--- src/rtl/ibox_issue_arbiter.sv ---
// Round-robin issue arbiter in front of a shared combinational integer execute unit.
// Holds the winning op on the Ibox inputs for its execute window and returns a tagged response.
module ibox_issue_arbiter #(
    parameter int MUL_LAT = 4,
    parameter int ALU_LAT = 1
) (
    input  logic        clk,
    input  logic        reset,
    input  logic [1:0]  req_valid,
    output logic [1:0]  req_ready,
    input  logic [12:0] req0_opcode,
    input  logic [63:0] req0_a,
    input  logic [63:0] req0_b,
    input  logic [12:0] req1_opcode,
    input  logic [63:0] req1_a,
    input  logic [63:0] req1_b,
    output logic [12:0] ibox_opcode,
    output logic [63:0] ibox_a,
    output logic [63:0] ibox_b,
    input  logic [63:0] ibox_result,
    input  logic [5:0]  ibox_bloc,
    output logic        rsp_valid,
    input  logic        rsp_ready,
    output logic        rsp_id,
    output logic [63:0] rsp_result,
    output logic [5:0]  rsp_bloc,
    output logic        busy
);

    typedef enum logic [1:0] {IDLE, EXEC, RESP} state_t;

    localparam logic [3:0] MUL_CNT = 4'(MUL_LAT - 1);
    localparam logic [3:0] ALU_CNT = 4'(ALU_LAT - 1);

    state_t      state;
    logic        prio;
    logic [3:0]  cnt;
    logic        op_id;

    logic        grant_ok;
    logic        grant;
    logic        winner;
    logic [12:0] win_opcode;
    logic [63:0] win_a;
    logic [63:0] win_b;

    // A new op may issue only when nothing is in flight or the pending response leaves this cycle.
    always_comb begin
        grant_ok   = (state == IDLE) || ((state == RESP) && rsp_ready);
        winner     = (&req_valid) ? prio : req_valid[1];
        grant      = grant_ok && (|req_valid);
        req_ready  = grant ? (winner ? 2'b10 : 2'b01) : 2'b00;
        win_opcode = winner ? req1_opcode : req0_opcode;
        win_a      = winner ? req1_a : req0_a;
        win_b      = winner ? req1_b : req0_b;
    end

    assign busy = (state != IDLE);

    // An accept overrides the RESP->IDLE fall-through, giving back-to-back issue.
    always_ff @(posedge clk) begin
        if (reset) begin
            state       <= IDLE;
            prio        <= 1'b0;
            cnt         <= 4'd0;
            op_id       <= 1'b0;
            ibox_opcode <= 13'd0;
            ibox_a      <= 64'd0;
            ibox_b      <= 64'd0;
            rsp_valid   <= 1'b0;
            rsp_id      <= 1'b0;
            rsp_result  <= 64'd0;
            rsp_bloc    <= 6'd0;
        end else begin
            case (state)
                IDLE: ;
                EXEC: begin
                    if (cnt != 4'd0) begin
                        cnt <= cnt - 4'd1;
                    end else begin
                        rsp_result <= ibox_result;
                        rsp_bloc   <= ibox_bloc;
                        rsp_id     <= op_id;
                        rsp_valid  <= 1'b1;
                        state      <= RESP;
                    end
                end
                RESP: begin
                    if (rsp_ready) begin
                        rsp_valid <= 1'b0;
                        state     <= IDLE;
                    end
                end
                default: state <= IDLE;
            endcase

            if (grant) begin
                ibox_opcode <= win_opcode;
                ibox_a      <= win_a;
                ibox_b      <= win_b;
                op_id       <= winner;
                prio        <= ~winner;
                cnt         <= (win_opcode[12:7] == 6'h13) ? MUL_CNT : ALU_CNT;
                state       <= EXEC;
            end
        end
    end

endmodule

--- config.mk ---
export PLATFORM = sky130hd
export DESIGN_NAME = ibox_issue_arbiter
export DESIGN_NICKNAME = d
export VERILOG_FILES = /design/src/rtl/ibox_issue_arbiter.sv
export SDC_FILE = /design/constraint.sdc
export NUM_CORES = 1
export LEC_CHECK = 0
export ABC_AREA = 0
export CAP_MARGIN = 20
export CORE_AREA = 8 8 215 217
export CTS_CLUSTER_DIAMETER = 80
export DETAILED_ROUTE_END_ITERATION = 8
export DIE_AREA = 0 0 223 225
export GPL_TIMING_DRIVEN = 0
export SYNTH_ARGS = -nofsm -noshare
export SYNTH_HDL_FRONTEND = slang
export SYNTH_SLANG_ARGS = --single-unit
--- constraint.sdc ---
create_clock -name clk -period 2.15 [get_ports clk]
set_input_delay 0.5375 -clock clk [delete_from_list [all_inputs] [get_ports clk]]
set_output_delay 0.5375 -clock clk [all_outputs]
set_load 0.005 [all_outputs]
==> key figures, run 1 <==
Yosys
  – Synthesized flop and latch total: 221
  – Post-synth EDFFs: 0
  – Syn nets: 1216
  – Mapped cell area: 8220 um2
  – Asr flop ratio synth: 0
  – Sequential element share of the synthesized area: 0.538
  – Most used DFF post-synth: dfxtp_1
  – Synth area leaders: dfxtp_1, a221o_1, a222oi_1
  – Yosys warns: 0
  – Syn Area/Cell: 9.59 um2
  – Post-synth top area share: 0.538
  – Post-Syn Instances: 857
  – Area leader, netlist: dfxtp_1
  – Count of cell types in the netlist: 40

Power
  – Sw Ratio: 0.255
  – Static leakage: 5.92 nW
  – Internal power: 9.08 mW
  – Net Switching: 3.10 mW
  – Seq pwr share: 0.385
  – Peak VDD IR: 488 uV
  – Clock Power Share: 0.396
  – Pwr Density: 772 nW/um2
  – Comb power frac: 0.219

Worst setup path
  – CP Cell Sequence: and2b_4, nor4bb_4, buf_6, buf_6
  – Crit path launch type: flip-flop
  – RR Startpoint: state[1]$_SDFFE_PP0P_
  – CP max stage cell: dfxtp_2
  – FF-to-FF path depth: 8
  – CP Capture Type: primary output
  – Critical Path RT: 1610 ps
  – Crit-path most repeated cell: buf_6
  – Max incr delay on CP: 320 ps
  – CP max FO: 3
  – Worst r2r dst: ibox_b[25]$_SDFFE_PP0P_
  – Reg2Reg Setup Slack: 90 ps
  – Critical Path AT: 1640 ps
  – CP Class: flip-flop to primary output

Routing
  – Drt pass-1 iters: 6
  – Drc violations: 0
  – Met1 WL: 15400 um
  – DR top layer: met5
  – DR iter-0 viols: 722
  – Detail Route Antenna Nets: 0
  – Wire length per cell: 20.8 um
  – Routed WL: 42200 um
  – Routed via count: 9125
  – Met2 wire length: 21700 um
  – Via/cell ratio: 4.49
  – Routed met3 length: 4440 um

Status
  – Failing checks: negative setup slack
  – Outcome: finished, violations left

Global routing
  – Tot GR Track Use: 0.156
  – GRT Residual Overflow: 0
  – First-pass GRT wire length: 60900 um
  – Largest net degree at the start of global routing: 14
  – Vias in the first global route: 9457
  – Initial antenna violation count: 3

Placement
  – Routability Congestion: 0.841
  – Port Buffers: 571
  – Dpl hpwl: 33900 um

Hold path
  – Hold Path Sink: rsp_valid$_SDFFE_PP0P_
  – Hold_sp: rsp_ready
  – Hold path cells: 4
  – Hold WC Path Type: primary input to flip-flop

CTS
  – Clk buf depth: 3
  – Sink Count: 221
  – Clk root buf: clkbuf_16
  – Clock slew at reported path FFs: 60 ps
  – CTS tree: yes
  – H-tree depth: 1
  – CTS Buf Count: 27
  – Worst skew pair latency: 550 ps

Final layout
  – Fill count: 4338
  – Final nets: 1827
  – Footprint of the multi-input gates: 3470 um2
  – Synth-to-Final Area Change: 92.0%
  – Final Core Density: 0.370
  – Share of layout cells above drive strength 1: 0.0833
  – # diodes: 0
  – FF/Latch Area: 4430 um2

STA
  – Final setup fails: 1
  – Fmax achieved: 459 MHz
  – Clk_skew: 30.0 ps
  – Slew HR: 0.510
  – Pins Over Slew Limit: 0
  – Fin crit share: 1.01
  – RSZ-0062 raised after global routing: true
  – Final min period: 2180 ps
  – Final WS setup: -27.2 ps
  – Slew @ Worst Pin: 735 ps
  – TNS Setup: -27.2 ps
  – Final Hold Fails: 0

Die
  – Horiz. Die Dim: 223 um
  – DIE HEIGHT: 225 um
  – Io pins: 573
  – Area of the die: 50200 um2
  – Number of core rows: 76
  – Core Area: 42700 um2
  – Starting Density: 0.193

Run
  – Max_cap viols: 0
-- layer usage --
metal / global-route usage / up-vias
met1: 0.164 / 4306
li1: - / 4359
met5: 0 / -
met2: 0.291 / 420
met4: 0.0329 / 2
met3: 0.0606 / 38
-- critical path: cells and delay by family (launching register included) --
family	cells	cell delay (ps)
flops	1	320
buf+inv	2	270
simple gates	2	500
-- timing repair --
action                     CTS  global route
gates resized for setup     51            29
hold buffers                 0             0
buffers inserted            14             0
pin swaps                    5             8
setup endpoints to repair  185           160
-- Yosys cell counts (2+ instances only) --
cell      number
and2b_4        2
a21o_1         2
o21ai_1        2
inv_1          2
a222oi_1      60
a311oi_1       6
nor2_1        70
a221o_1       75
dfxtp_1      221
and2_1        76
a21oi_1       74
clkbuf_1      51
buf_2         21
nand2b_1       3
nand2_1      153
ha_1           2
xor2_1         2
buf_6          6
nand3_1        8
-- per-stage QoR --
step                hold slack [ps]  power, mW  cell area (um2)  setup WS [ps]  std cells
global route                    460       12.8            15800           -122       2034
finish                          435       12.2            15800          -27.2       2034
detailed placement              446       7.40            14600          -1510       1974
floorplan                       426       5.59             8220            271        857
CTS                             423       12.4            15800           -182       2036
global placement                442       7.37            14600          -1480       1974
-- how the worst max path moves through the flow --
stage / startpoint / to / slack [ps] / cells past startpoint
5_1_grt: state[1]$_SDFFE_PP0P_ / req_ready[1] / -120 / 4
3_3_place_gp: rsp_ready / req_ready[0] / -1480 / 5
4_1_cts: prio$_SDFFE_PP0P_ / req_ready[0] / -180 / 6
2_1_floorplan: req_valid[0] / req_ready[1] / 270 / 5
3_5_place_dp: rsp_ready / req_ready[0] / -1510 / 5
6_report: state[1]$_SDFFE_PP0P_ / req_ready[1] / -30 / 4
-- registers in the layout, summed over array words and instances (netlist names) --
register     count
rsp_id           1
state            2
prio             1
rsp_result      64
cnt              4
rsp_bloc         6
op_id            1
ibox_opcode     13
ibox_a          64
ibox_b          64
rsp_valid        1
-- area by class of cell --
class / instances / area share
plain buffers: 76 / 0.0257
clock buffers: 42 / 0.0546
repair buffers: 585 / 0.369
inverters: 2 / 0.000476
multi-input cells: 555 / 0.220
flip-flops and latches: 221 / 0.281
well taps: 546 / 0.0433
clock inverters: 7 / 0.00626
-- cells in the final DEF, fill, tap and decap left out, types with 5 or more instances in the layout --
master / n
clkbuf_16: 27
nand3_1: 8
buf_4: 14
buf_6: 14
nor2_1: 70
clkbuf_8: 13
clkbuf_1: 35
a221o_1: 75
clkdlybuf4s50_1: 563
a222oi_1: 60
clkbuf_2: 8
a21oi_1: 74
nand2_1: 152
a311oi_1: 6
dfxtp_1: 218
dlygate4sd2_1: 5
and2_1: 75
buf_2: 22
-- kinds of logic (layout without fill, tap and decap cells) --
group / count (synthesis) / after routing / share of synthesized area
multiplexers: 1 / 1 / 0.00137
adder cells (fa/ha/maj): 2 / 2 / 0.00304
buffers and inverters: 81 / 712 / 0.0461
flip-flops: 221 / 221 / 0.538
XOR/XNOR: 3 / 3 / 0.00320
AO/OA/AOI/OAI: 223 / 223 / 0.223
AND/OR/NAND/NOR: 326 / 326 / 0.185
-- power groups by stage --
stage	Clock [mW]	Combinational [mW]	Sequential (mW)
after floorplan	0	0.821	4.77
after global placement	0	2.61	4.76
after detailed placement	0	2.63	4.77
after CTS	4.97	2.72	4.69
after global routing	5.14	2.87	4.74
final	4.82	2.67	4.69
(Power assumes the default switching activity.)
==> inputs of run 2 (changes only) <==
SETUP_SLACK_MARGIN = 0.05   (was not set)
clock period = 2.3 ns   (was 2.15 ns; I/O delays follow)
==> run 2 against run 1 <==
Cell count is 0.20% lower. Register-to-register slack better by 70 ps. Largest power group unchanged. Combinational power is 7.5% lower. Largest cell class unchanged. The flow now finishes without violations. Wire length is 0.29% lower. First-iteration DRC count is 1.9% lower. Die area stayed put.
==> key figures, run 2 (synthesis gave the netlist of run 1 again) <==
Final layout
  – # diodes: 0 (unchanged)
  – Finished Cell Area: 15700 um2 (-0.52%)
  – Most common cell after layout, fill and taps aside: clkdlybuf4s50_1
  – Final nets: 1823 (-0.22%)
  – Final Core Density: 0.368 (-0.00190)
  – Most frequent cells in the layout: clkdlybuf4s50_1, dfxtp_1, nand2_1
  – Fill count: 4335 (-0.069%)
  – Share of layout cells above drive strength 1: 0.0714 (-0.0119)
  – Synth-to-Final Area Change: 91.0%
  – Largest regs: ibox_a (64), ibox_b (64), rsp_result (64)

Placement
  – Dpl hpwl: 33900 um (unchanged)
  – Port Buffers: 571 (unchanged)
  – Placed Instance Area: 14600 um2 (unchanged)
  – Routability Congestion: 0.841 (unchanged)

CTS
  – # hold bufs at CTS: 0 (unchanged)
  – CTS tree: yes
  – CTS Buf Count: 27 (unchanged)
  – H-tree depth: 1 (unchanged)
  – Clk root buf: clkbuf_16
  – Sink Count: 221 (unchanged)
  – Clk buf depth: 3 (unchanged)
  – Clock slew at reported path FFs: 60 ps (about the same)
  – Worst skew pair latency: 550 ps (about the same)

Worst setup path
  – RR Startpoint: state[1]$_SDFFE_PP0P_
  – Crit-path most repeated cell: buf_6
  – CP Cell Sequence: and2b_4, nor4bb_4, buf_6, buf_6
  – CP max FO: 4 (+1)
  – CP Capture Type: primary output
  – Critical Path RT: 1730 ps (+120 ps)
  – CP Class: flip-flop to primary output
  – CP startpoint: state[1]$_SDFFE_PP0P_
  – Crit path launch type: flip-flop
  – Max incr delay on CP: 320 ps (about the same)
  – Critical Path AT: 1640 ps (about the same)
  – CP max stage cell: dfxtp_2

Routing
  – Drt pass-1 iters: 6 (unchanged)
  – Routed WL: 42100 um (-0.29%)
  – Detail Route Antenna Nets: 0 (unchanged)
  – Wire length per cell: 20.7 um (about the same)
  – Routed via count: 9108 (-0.19%)
  – Via/cell ratio: 4.49 (about the same)
  – Drc violations: 0 (unchanged)
  – DR iter-0 viols: 708 (-1.9%)

Global routing
  – Largest net degree at the start of global routing: 14 (unchanged)
  – Tot GR Track Use: 0.156 (-0.000248)
  – GRT Residual Overflow: 0 (unchanged)
  – Initial antenna violation count: 3 (unchanged)
  – Vias in the first global route: 9440 (-0.18%)
  – First-pass GRT wire length: 60800 um (-0.15%)

STA
  – RSZ-0062 raised after global routing: true
  – Final setup fails: 0 (-1)
  – Final Hold Fails: 0 (unchanged)
  – Slew @ Worst Pin: 882 ps (+147 ps)
  – Pins Over Slew Limit: 0 (unchanged)
  – Clk_skew: 29.9 ps (-0.0595 ps)
  – Final min period: 2210 ps
  – Fmax achieved: 452 MHz
  – Slew HR: 0.412 (-0.0978)
  – Fin crit share: 0.962

Hold path
  – Hold WC Path Type: flip-flop to flip-flop
  – Hold_sp: rsp_result[37]$_SDFFE_PP0P_

Die
  – Core Area: 42700 um2 (unchanged)
  – Horiz. Die Dim: 223 um (unchanged)
  – DIE HEIGHT: 225 um (unchanged)
  – Starting Density: 0.193 (unchanged)
  – Number of core rows: 76 (unchanged)
  – Io pins: 573 (unchanged)
  – Area of the die: 50200 um2 (unchanged)

Status
  – Outcome: completed

Power
  – Peak VDD IR: 455 uV (-6.9%)
  – Pwr Density: 724 nW/um2 (-6.3%)
  – Static leakage: 5.85 nW (-1.2%)
  – Pwr Total: 11.4 mW (-6.7%)

Run
  – Max_cap viols: 0 (unchanged)
run 2: final timing paths:
| check | endpoint | slack (ps) | depth (start not counted) |
|---|---|---|---|
| worst min register to register | rsp_result[37]$_SDFFE_PP0P_ | 450 | 2 |
| worst min-delay path | rsp_result[37]$_SDFFE_PP0P_ | 450 | 2 |
| worst max-delay path | req_ready[1] | 90 | 4 |
| worst max register to register | ibox_a[44]$_SDFFE_PP0P_ | 160 | 7 |
run 2: metal layers:
layer / part of all wire / up-vias / GRT usage
li1: - / 4342 / -
met1: 0.37 / 4309 / 0.164
met2: 0.51 / 417 / 0.290
met3: 0.099 / 38 / 0.0606
met4: 0.016 / 2 / 0.0329
met5: 0.00031 / - / 0
run 2: layout make-up:
| cell class | instances | area [um2] | area share |
|---|---|---|---|
| Sequential cell | 221 | 4430 | 0.282 |
| Multi-Input combinational cell | 555 | 3460 | 0.220 |
| Clock inverter | 7 | 98.8 | 0.00630 |
| Buffer | 76 | 372 | 0.0237 |
| Inverter | 2 | 7.51 | 0.000478 |
| Tap cell | 546 | 683 | 0.0435 |
| Timing Repair Buffer | 581 | 5790 | 0.369 |
| Clock buffer | 42 | 862 | 0.0549 |
run 2: worst max-delay path, delay by kind of cell (launching register included):
| family | cells | cell delay, ps |
|---|---|---|
| buf+inv | 2 | 270 |
| simple gates | 2 | 490 |
| flops | 1 | 320 |
run 2: repair_timing:
item / 4_1_cts / 5_1_grt
gates resized for setup: 32 / 13
setup endpoints to repair: 113 / 43
buffers inserted: 10 / 0
pin swaps: 2 / 2
run 2: metrics by stage:
| stage | hold slack (ps) | TNS (ps) | setup slack (ps) | std cells |
|---|---|---|---|---|
| 2_1_floorplan | 426 | 0 | 346 | 857 |
| 5_1_grt | 470 | -7.65 | -7.65 | 2030 |
| 4_1_cts | 454 | -141 | -110 | 2032 |
| 6_report | 453 | 0 | 88.2 | 2030 |
| 3_3_place_gp | 442 | -95120 | -1400 | 1974 |
| 3_5_place_dp | 446 | -97460 | -1440 | 1974 |
run 2: power by group:
group | internal, mW | switching [mW]
sequential | 4.18 | 0.205
clock | 2.79 | 1.71
combinational | 1.50 | 0.972
